<file path="src/rtl/disp_pattern_gen_if.sv">
// Pixel timing/data bundle between the sync generator, the pattern generator and the frame dump.
interface disp_pattern_gen_if;
    logic [1:0]  i_mode;
    logic        i_vsync;
    logic        i_hsync;
    logic        i_de;
    logic        o_vsync;
    logic        o_hsync;
    logic        o_de;
    logic [23:0] o_data;
    logic [15:0] o_frame_cnt;
    logic        o_geom_err;

    modport master (
        output i_mode, i_vsync, i_hsync, i_de,
        input  o_vsync, o_hsync, o_de, o_data, o_frame_cnt, o_geom_err
    );

    modport slave (
        input  i_mode, i_vsync, i_hsync, i_de,
        output o_vsync, o_hsync, o_de, o_data, o_frame_cnt, o_geom_err
    );
endinterface

</file>
<file path="src/rtl/disp_pattern_gen.sv">
// Test-pattern pixel source: tracks (x,y) from vsync/hsync/de, emits RGB patterns, checks geometry.
// Optional red frame border enabled by defining DISP_PATTERN_BORDER_EN.
module disp_pattern_gen #(
    parameter int unsigned HRES          = 320,
    parameter int unsigned VRES          = 240,
    parameter int unsigned CHK_SIZE_LOG2 = 4
) (
    input  logic               i_clk,
    input  logic               rst,
    disp_pattern_gen_if.slave  bus
);
    localparam int unsigned XW    = $clog2(HRES) + 1;
    localparam int unsigned YW    = $clog2(VRES) + 1;
    localparam int unsigned BAR_W = HRES / 8;

    localparam logic [XW-1:0] X_LAST = XW'(HRES - 1);
    localparam logic [XW-1:0] X_END  = XW'(HRES);
    localparam logic [YW-1:0] Y_LAST = YW'(VRES - 1);
    localparam logic [YW-1:0] Y_END  = YW'(VRES);

    typedef enum logic [1:0] {
        WAIT_FRAME = 2'd0,
        BLANK      = 2'd1,
        ACTIVE     = 2'd2
    } state_t;

    state_t         state_q, state_d;
    logic [XW-1:0]  x_q, x_d;
    logic [YW-1:0]  y_q, y_d;
    logic [1:0]     mode_q, mode_d;
    logic [15:0]    fcnt_q, fcnt_d;
    logic           err_q, err_d;
    logic           vs_q, hs_q;
    logic           de_q, de_d;
    logic [23:0]    data_q, data_d;
    logic [XW-1:0]  px;
    logic [YW-1:0]  py;
    logic           frame_start_c;

    // Pattern colour for a saturated in-range coordinate.
    function automatic logic [23:0] pattern(input logic [1:0]    mode,
                                            input logic [XW-1:0] x,
                                            input logic [YW-1:0] y,
                                            input logic [7:0]    fc);
        logic [2:0]  bar;
        logic [23:0] pix;
        bar = 3'd7;
        for (int i = 6; i >= 0; i--) begin
            if (x < XW'((i + 1) * BAR_W)) bar = 3'(i);
        end
        case (mode)
            2'd0: begin
                case (bar)
                    3'd0:    pix = 24'hFFFFFF;
                    3'd1:    pix = 24'hFFFF00;
                    3'd2:    pix = 24'h00FFFF;
                    3'd3:    pix = 24'h00FF00;
                    3'd4:    pix = 24'hFF00FF;
                    3'd5:    pix = 24'hFF0000;
                    3'd6:    pix = 24'h0000FF;
                    default: pix = 24'h000000;
                endcase
            end
            2'd1:    pix = {3{8'(x)}};
            2'd2:    pix = (1'(x >> CHK_SIZE_LOG2) ^ 1'(y >> CHK_SIZE_LOG2)) ? 24'hFFFFFF : 24'h000000;
            default: pix = {8'(x) + fc, 8'(y) + fc, fc};
        endcase
`ifdef DISP_PATTERN_BORDER_EN
        if (x == '0 || x == X_LAST || y == '0 || y == Y_LAST) pix = 24'hFF0000;
`endif
        return pix;
    endfunction

    // vs_q doubles as the previous-vsync sample for edge detection.
    assign frame_start_c = bus.i_vsync & ~vs_q;

    // Next-state, position tracking, geometry checks and pixel generation.
    always_comb begin
        state_d = state_q;
        x_d     = x_q;
        y_d     = y_q;
        mode_d  = mode_q;
        fcnt_d  = fcnt_q;
        err_d   = err_q;
        de_d    = 1'b0;
        data_d  = '0;
        px      = '0;
        py      = '0;

        if (frame_start_c) begin
            if (state_q != WAIT_FRAME) begin
                fcnt_d = fcnt_q + 16'd1;
                if (state_q == ACTIVE || y_q != Y_END) err_d = 1'b1;
            end
            mode_d  = bus.i_mode;
            x_d     = '0;
            y_d     = '0;
            state_d = BLANK;
        end else if (state_q == ACTIVE && !bus.i_de) begin
            if (x_q != X_END) err_d = 1'b1;
            if (y_q != Y_END) y_d = y_q + YW'(1);
            x_d     = '0;
            state_d = BLANK;
        end

        // A pixel in a tracked frame uses the frame-start updated mode/count/line.
        if (bus.i_de && state_d != WAIT_FRAME) begin
            px = (x_d > X_LAST) ? X_LAST : x_d;
            py = (y_d > Y_LAST) ? Y_LAST : y_d;
            if (x_d > X_LAST || y_d > Y_LAST) err_d = 1'b1;
            if (x_d != X_END) x_d = x_d + XW'(1);
            state_d = ACTIVE;
            de_d    = 1'b1;
            data_d  = pattern(mode_d, px, py, fcnt_d[7:0]);
        end
    end

    // State and output registers.
    always_ff @(posedge i_clk or posedge rst) begin
        if (rst) begin
            state_q <= WAIT_FRAME;
            x_q     <= '0;
            y_q     <= '0;
            mode_q  <= '0;
            fcnt_q  <= '0;
            err_q   <= 1'b0;
            vs_q    <= 1'b0;
            hs_q    <= 1'b0;
            de_q    <= 1'b0;
            data_q  <= '0;
        end else begin
            state_q <= state_d;
            x_q     <= x_d;
            y_q     <= y_d;
            mode_q  <= mode_d;
            fcnt_q  <= fcnt_d;
            err_q   <= err_d;
            vs_q    <= bus.i_vsync;
            hs_q    <= bus.i_hsync;
            de_q    <= de_d;
            data_q  <= data_d;
        end
    end

    assign bus.o_vsync     = vs_q;
    assign bus.o_hsync     = hs_q;
    assign bus.o_de        = de_q;
    assign bus.o_data      = data_q;
    assign bus.o_frame_cnt = fcnt_q;
    assign bus.o_geom_err  = err_q;
endmodule
</file>
<file path="src/flat_wrapper.sv">
// flat-port wrapper written by rule: the top's interface ports become plain ports
module disp_pattern_gen_flat 
#(
    parameter int unsigned HRES          = 320,
    parameter int unsigned VRES          = 240,
    parameter int unsigned CHK_SIZE_LOG2 = 4
)
  (i_clk, rst, bus_i_mode, bus_i_vsync, bus_i_hsync, bus_i_de, bus_o_vsync, bus_o_hsync, bus_o_de, bus_o_data, bus_o_frame_cnt, bus_o_geom_err);
  disp_pattern_gen_if bus_i ();
  input  logic i_clk;
  input  logic rst;
  input wire logic [$bits(bus_i.i_mode)-1:0] bus_i_mode;
  input wire logic [$bits(bus_i.i_vsync)-1:0] bus_i_vsync;
  input wire logic [$bits(bus_i.i_hsync)-1:0] bus_i_hsync;
  input wire logic [$bits(bus_i.i_de)-1:0] bus_i_de;
  output wire logic [$bits(bus_i.o_vsync)-1:0] bus_o_vsync;
  output wire logic [$bits(bus_i.o_hsync)-1:0] bus_o_hsync;
  output wire logic [$bits(bus_i.o_de)-1:0] bus_o_de;
  output wire logic [$bits(bus_i.o_data)-1:0] bus_o_data;
  output wire logic [$bits(bus_i.o_frame_cnt)-1:0] bus_o_frame_cnt;
  output wire logic [$bits(bus_i.o_geom_err)-1:0] bus_o_geom_err;
  assign bus_i.i_mode = bus_i_mode;
  assign bus_i.i_vsync = bus_i_vsync;
  assign bus_i.i_hsync = bus_i_hsync;
  assign bus_i.i_de = bus_i_de;
  assign bus_o_vsync = bus_i.o_vsync;
  assign bus_o_hsync = bus_i.o_hsync;
  assign bus_o_de = bus_i.o_de;
  assign bus_o_data = bus_i.o_data;
  assign bus_o_frame_cnt = bus_i.o_frame_cnt;
  assign bus_o_geom_err = bus_i.o_geom_err;
  disp_pattern_gen #(.HRES(HRES), .VRES(VRES), .CHK_SIZE_LOG2(CHK_SIZE_LOG2)) u_core (.i_clk(i_clk), .rst(rst), .bus(bus_i));
endmodule
</file>
<file path="config.mk">
export PLATFORM = sky130hd
export DESIGN_NAME = disp_pattern_gen_flat
export DESIGN_NICKNAME = d
export VERILOG_FILES = /design/src/rtl/disp_pattern_gen_if.sv /design/src/rtl/disp_pattern_gen.sv /design/src/flat_wrapper.sv
export SDC_FILE = /design/constraint.sdc
export NUM_CORES = 1
export LEC_CHECK = 0
export BUFFER_PORTS_ARGS = -buffer_cell sky130_fd_sc_hd__buf_2
export CAP_MARGIN = 10
export CORE_ASPECT_RATIO = 0.9
export CORE_MARGIN = 4
export CORE_UTILIZATION = 50
export DETAILED_ROUTE_END_ITERATION = 8
export PLACE_DENSITY_LB_ADDON = 0.25
export SLEW_MARGIN = 20
export SYNTH_ARGS = -nofsm -noshare
export SYNTH_HDL_FRONTEND = slang
export SYNTH_SLANG_ARGS = --single-unit
</file>
<file path="constraint.sdc">
create_clock -name i_clk -period 5 [get_ports i_clk]
set_clock_uncertainty 0.2 [all_clocks]
set_input_delay 1.25 -clock i_clk [delete_from_list [all_inputs] [get_ports i_clk]]
set_output_delay 1.25 -clock i_clk [all_outputs]
set_load 0.05 [all_outputs]
</file>
==> run summary <==
Hold Path Class -> flip-flop to flip-flop
synthesis-to-finish area growth -> 15.0%
Mapped Nets -> 451
DR vias -> 3482
hold_buf cts -> 0
Routability Congestion -> 0.936
EDFF count, synth -> 0
synth top area cells -> dfrtp_1 42%, ha_1 5.6%, nor2_1 4.4%, xor2_1 3.9%, xnor2_1 3.7%
Fin Setup TNS -> 0 ns
power per cell area -> 411 mW/mm^2
HPWL after DPL -> 7550 um
TritonCTS Sinks -> 67
total CTS buffers -> 9
vias in the first global route -> 3320
DR vias/cell -> 5.99
status -> finished, final reports clean
FFs w/ async S/R, synth -> 1.00
IO Port Bufs -> 50
Post-Synth XOR/XNOR Area -> 0.0816
Max IR drop VDD -> 0.000434 V
most frequent cell after synthesis -> dfrtp_1
Seq/Total Area, Yosys -> 0.416
grt ovf -> 0
Setup WS post-layout -> 0.428 ns
CP arrival -> 4.64 ns
CP Data Required Time -> 5.07 ns
Clk Latency, worst-skew pair -> 0.36 ns
Hold Slack -> 0.274 ns
CTS Root Cell -> clkbuf_8
Setup crit start kind -> primary input
GR Util All Layers -> 0.232
WL per Instance -> 17.8 um
# H-tree levels -> 3
Register-to-Register Setup Slack -> 0.80 ns
Starting Density -> 0.524
Top Ports -> 51
area of the core -> 0.00769 mm^2
Final Max Tran Viols -> 0
setup repair after global routing missed its margin -> no
largest family of logic cells by synthesized area -> simple AND/OR/NAND/NOR gates
largest net degree at the start of global routing -> 44
Routed Wire Length -> 10400 um
post-layout min period -> 4.57 ns
First-pass DRT Iterations -> 5
row count -> 30
Ys Warns -> 0
Mapped Avg Cell Area -> 9.52 um^2
synth unique cells -> 64
period utilization -> 0.914
LEAKAGE -> 2.20 nW
Core Util, Final -> 0.603
Post-synth top flop -> dfrtp_1
Max Clk Rate -> 219 MHz
post-synthesis compound-gate area fraction -> 0.190
cell count after synthesis -> 424
Synth Area in Simple Gates -> 0.190
Slew HR -> 0.375
Ant. Diodes -> 0
peak fanout along the critical path -> 6
die width -> 103 um
first-pass GRT wire length -> 17100 um
Synth Register Bits -> 67
synthesized cell area -> 0.00404 mm^2
Die ar. -> 0.00957 mm^2
layout cells sized above 1 -> 0.208
clock slew seen by the registers of the worst setup and hold paths -> 0.07 ns
Setup CP Type -> primary input to flip-flop
Hold Violations, Final -> 0
post-route ant nets -> 0
Setup violations, final -> 0
initial antenna violation count -> 0
Adder-Cell Fraction of Synth Area -> 0.0657
Synth area leader -> dfrtp_1
CTS tree -> done
post-synthesis mux area share -> 0.0217
die height -> 93.2 um
final layout net count -> 507
DRC Markers -> 0
top cell type's share of synthesized area -> 0.416
Worst Tran Pin Value -> 0.933 ns
pre-CTS setup slack -> 0.123 ns
post-CTS sizing -> 0
setup repair bufs after CTS -> 0
initial DRC count -> 294
Max-cap violations -> 0
top cells by count, synth -> 67 x dfrtp_1, 47 x nor2_1, 35 x nand2_1
Crit. End Element -> flip-flop
CTS Buffer Depth -> 2
## critical path: stages
cell,delay (ns)
buf_2,0.13
or3b_1,0.48
nor3_2,0.30
mux2_2,0.22
nor2_1,0.05
a21oi_1,0.23
o21ai_0,0.16
ha_1,0.27
fa_1,0.45
a211oi_1,0.23
o21bai_1,0.10
a21oi_1,0.18
nor2_1,0.07
o32a_1,0.33
a211oi_1,0.20
## area by class of cell
class / instances / area [um^2]
fillers: 658 / 3050
multi-input cells: 322 / 2220
flip-flops and latches: 67 / 1680
repair buffers: 60 / 325
clock buffers: 12 / 155
well taps: 96 / 120
inverters: 20 / 75.1
clock inverters: 4 / 72.6
## worst paths after layout
path                                             from                          to  cells past startpoint
max                                          bus_i_de       u_core.bus.o_data[14]                     15
min                        u_core.bus.o_frame_cnt[15]  u_core.bus.o_frame_cnt[15]                      1
max reg2reg                             u_core.y_q[0]       u_core.bus.o_data[14]                     15
min reg2reg                u_core.bus.o_frame_cnt[15]  u_core.bus.o_frame_cnt[15]                      1
max in group asynchronous                         rst   u_core.bus.o_frame_cnt[2]                      3
min in group asynchronous                         rst          u_core.bus.o_hsync                      2
## placed cells by master (no fill, tap or decap), types with 10 or more instances in the layout
cell type / n
inv_1: 17
clkbuf_8: 11
a21oi_1: 26
a221oi_1: 15
o21ai_0: 21
xnor2_1: 17
xor2_1: 18
nor2_1: 47
dfrtp_1: 67
nand2_1: 35
ha_1: 18
buf_2: 50
nand3_1: 12
buf_4: 10
## stage by stage
stage / area [um^2] / instances / power, W
6_report: 4640 / 581 / 0.00191
5_1_grt: 4640 / 581 / 0.00201
4_1_cts: 4640 / 581 / 0.00191
3_5_place_dp: 4410 / 565 / 0.00138
3_3_place_gp: 4410 / 565 / 0.00137
2_1_floorplan: 4040 / 424 / 0.00120
## registers in the layout (all words and copies together), names as in the netlist
| signal | count |
|---|---|
| u_core.bus.o_de | 1 |
| u_core.x_q | 10 |
| u_core.bus.o_vsync | 1 |
| u_core.bus.o_geom_err | 1 |
| u_core.bus.o_frame_cnt | 16 |
| u_core.bus.o_hsync | 1 |
| u_core.y_q | 9 |
| u_core.state_q | 2 |
| u_core.bus.o_data | 24 |
| u_core.mode_q | 2 |
## cell families after synthesis
| kind of cell | count (synthesis) |
|---|---|
| flip-flops | 67 |
| adder cells (fa/ha/maj) | 20 |
| buffers and inverters | 35 |
| AO/OA/AOI/OAI | 108 |
| AND/OR/NAND/NOR | 150 |
| multiplexers | 8 |
| XOR/XNOR | 36 |
## power breakdown
group          switching, W  total (W)  internal [W]
Clock              0.000208   0.000515      0.000307
Combinational      0.000510   0.000719      0.000209
Sequential        0.0000596   0.000671      0.000612
## routing by layer
metal	vias up	track usage	share of wire
met5	-	0	0
li1	1654	-	-
met1	1613	0.322	0.45
met4	0	0.0820	0.026
met2	188	0.351	0.44
met3	27	0.0567	0.084
Note: power is estimated with default switching activity, not from simulation.
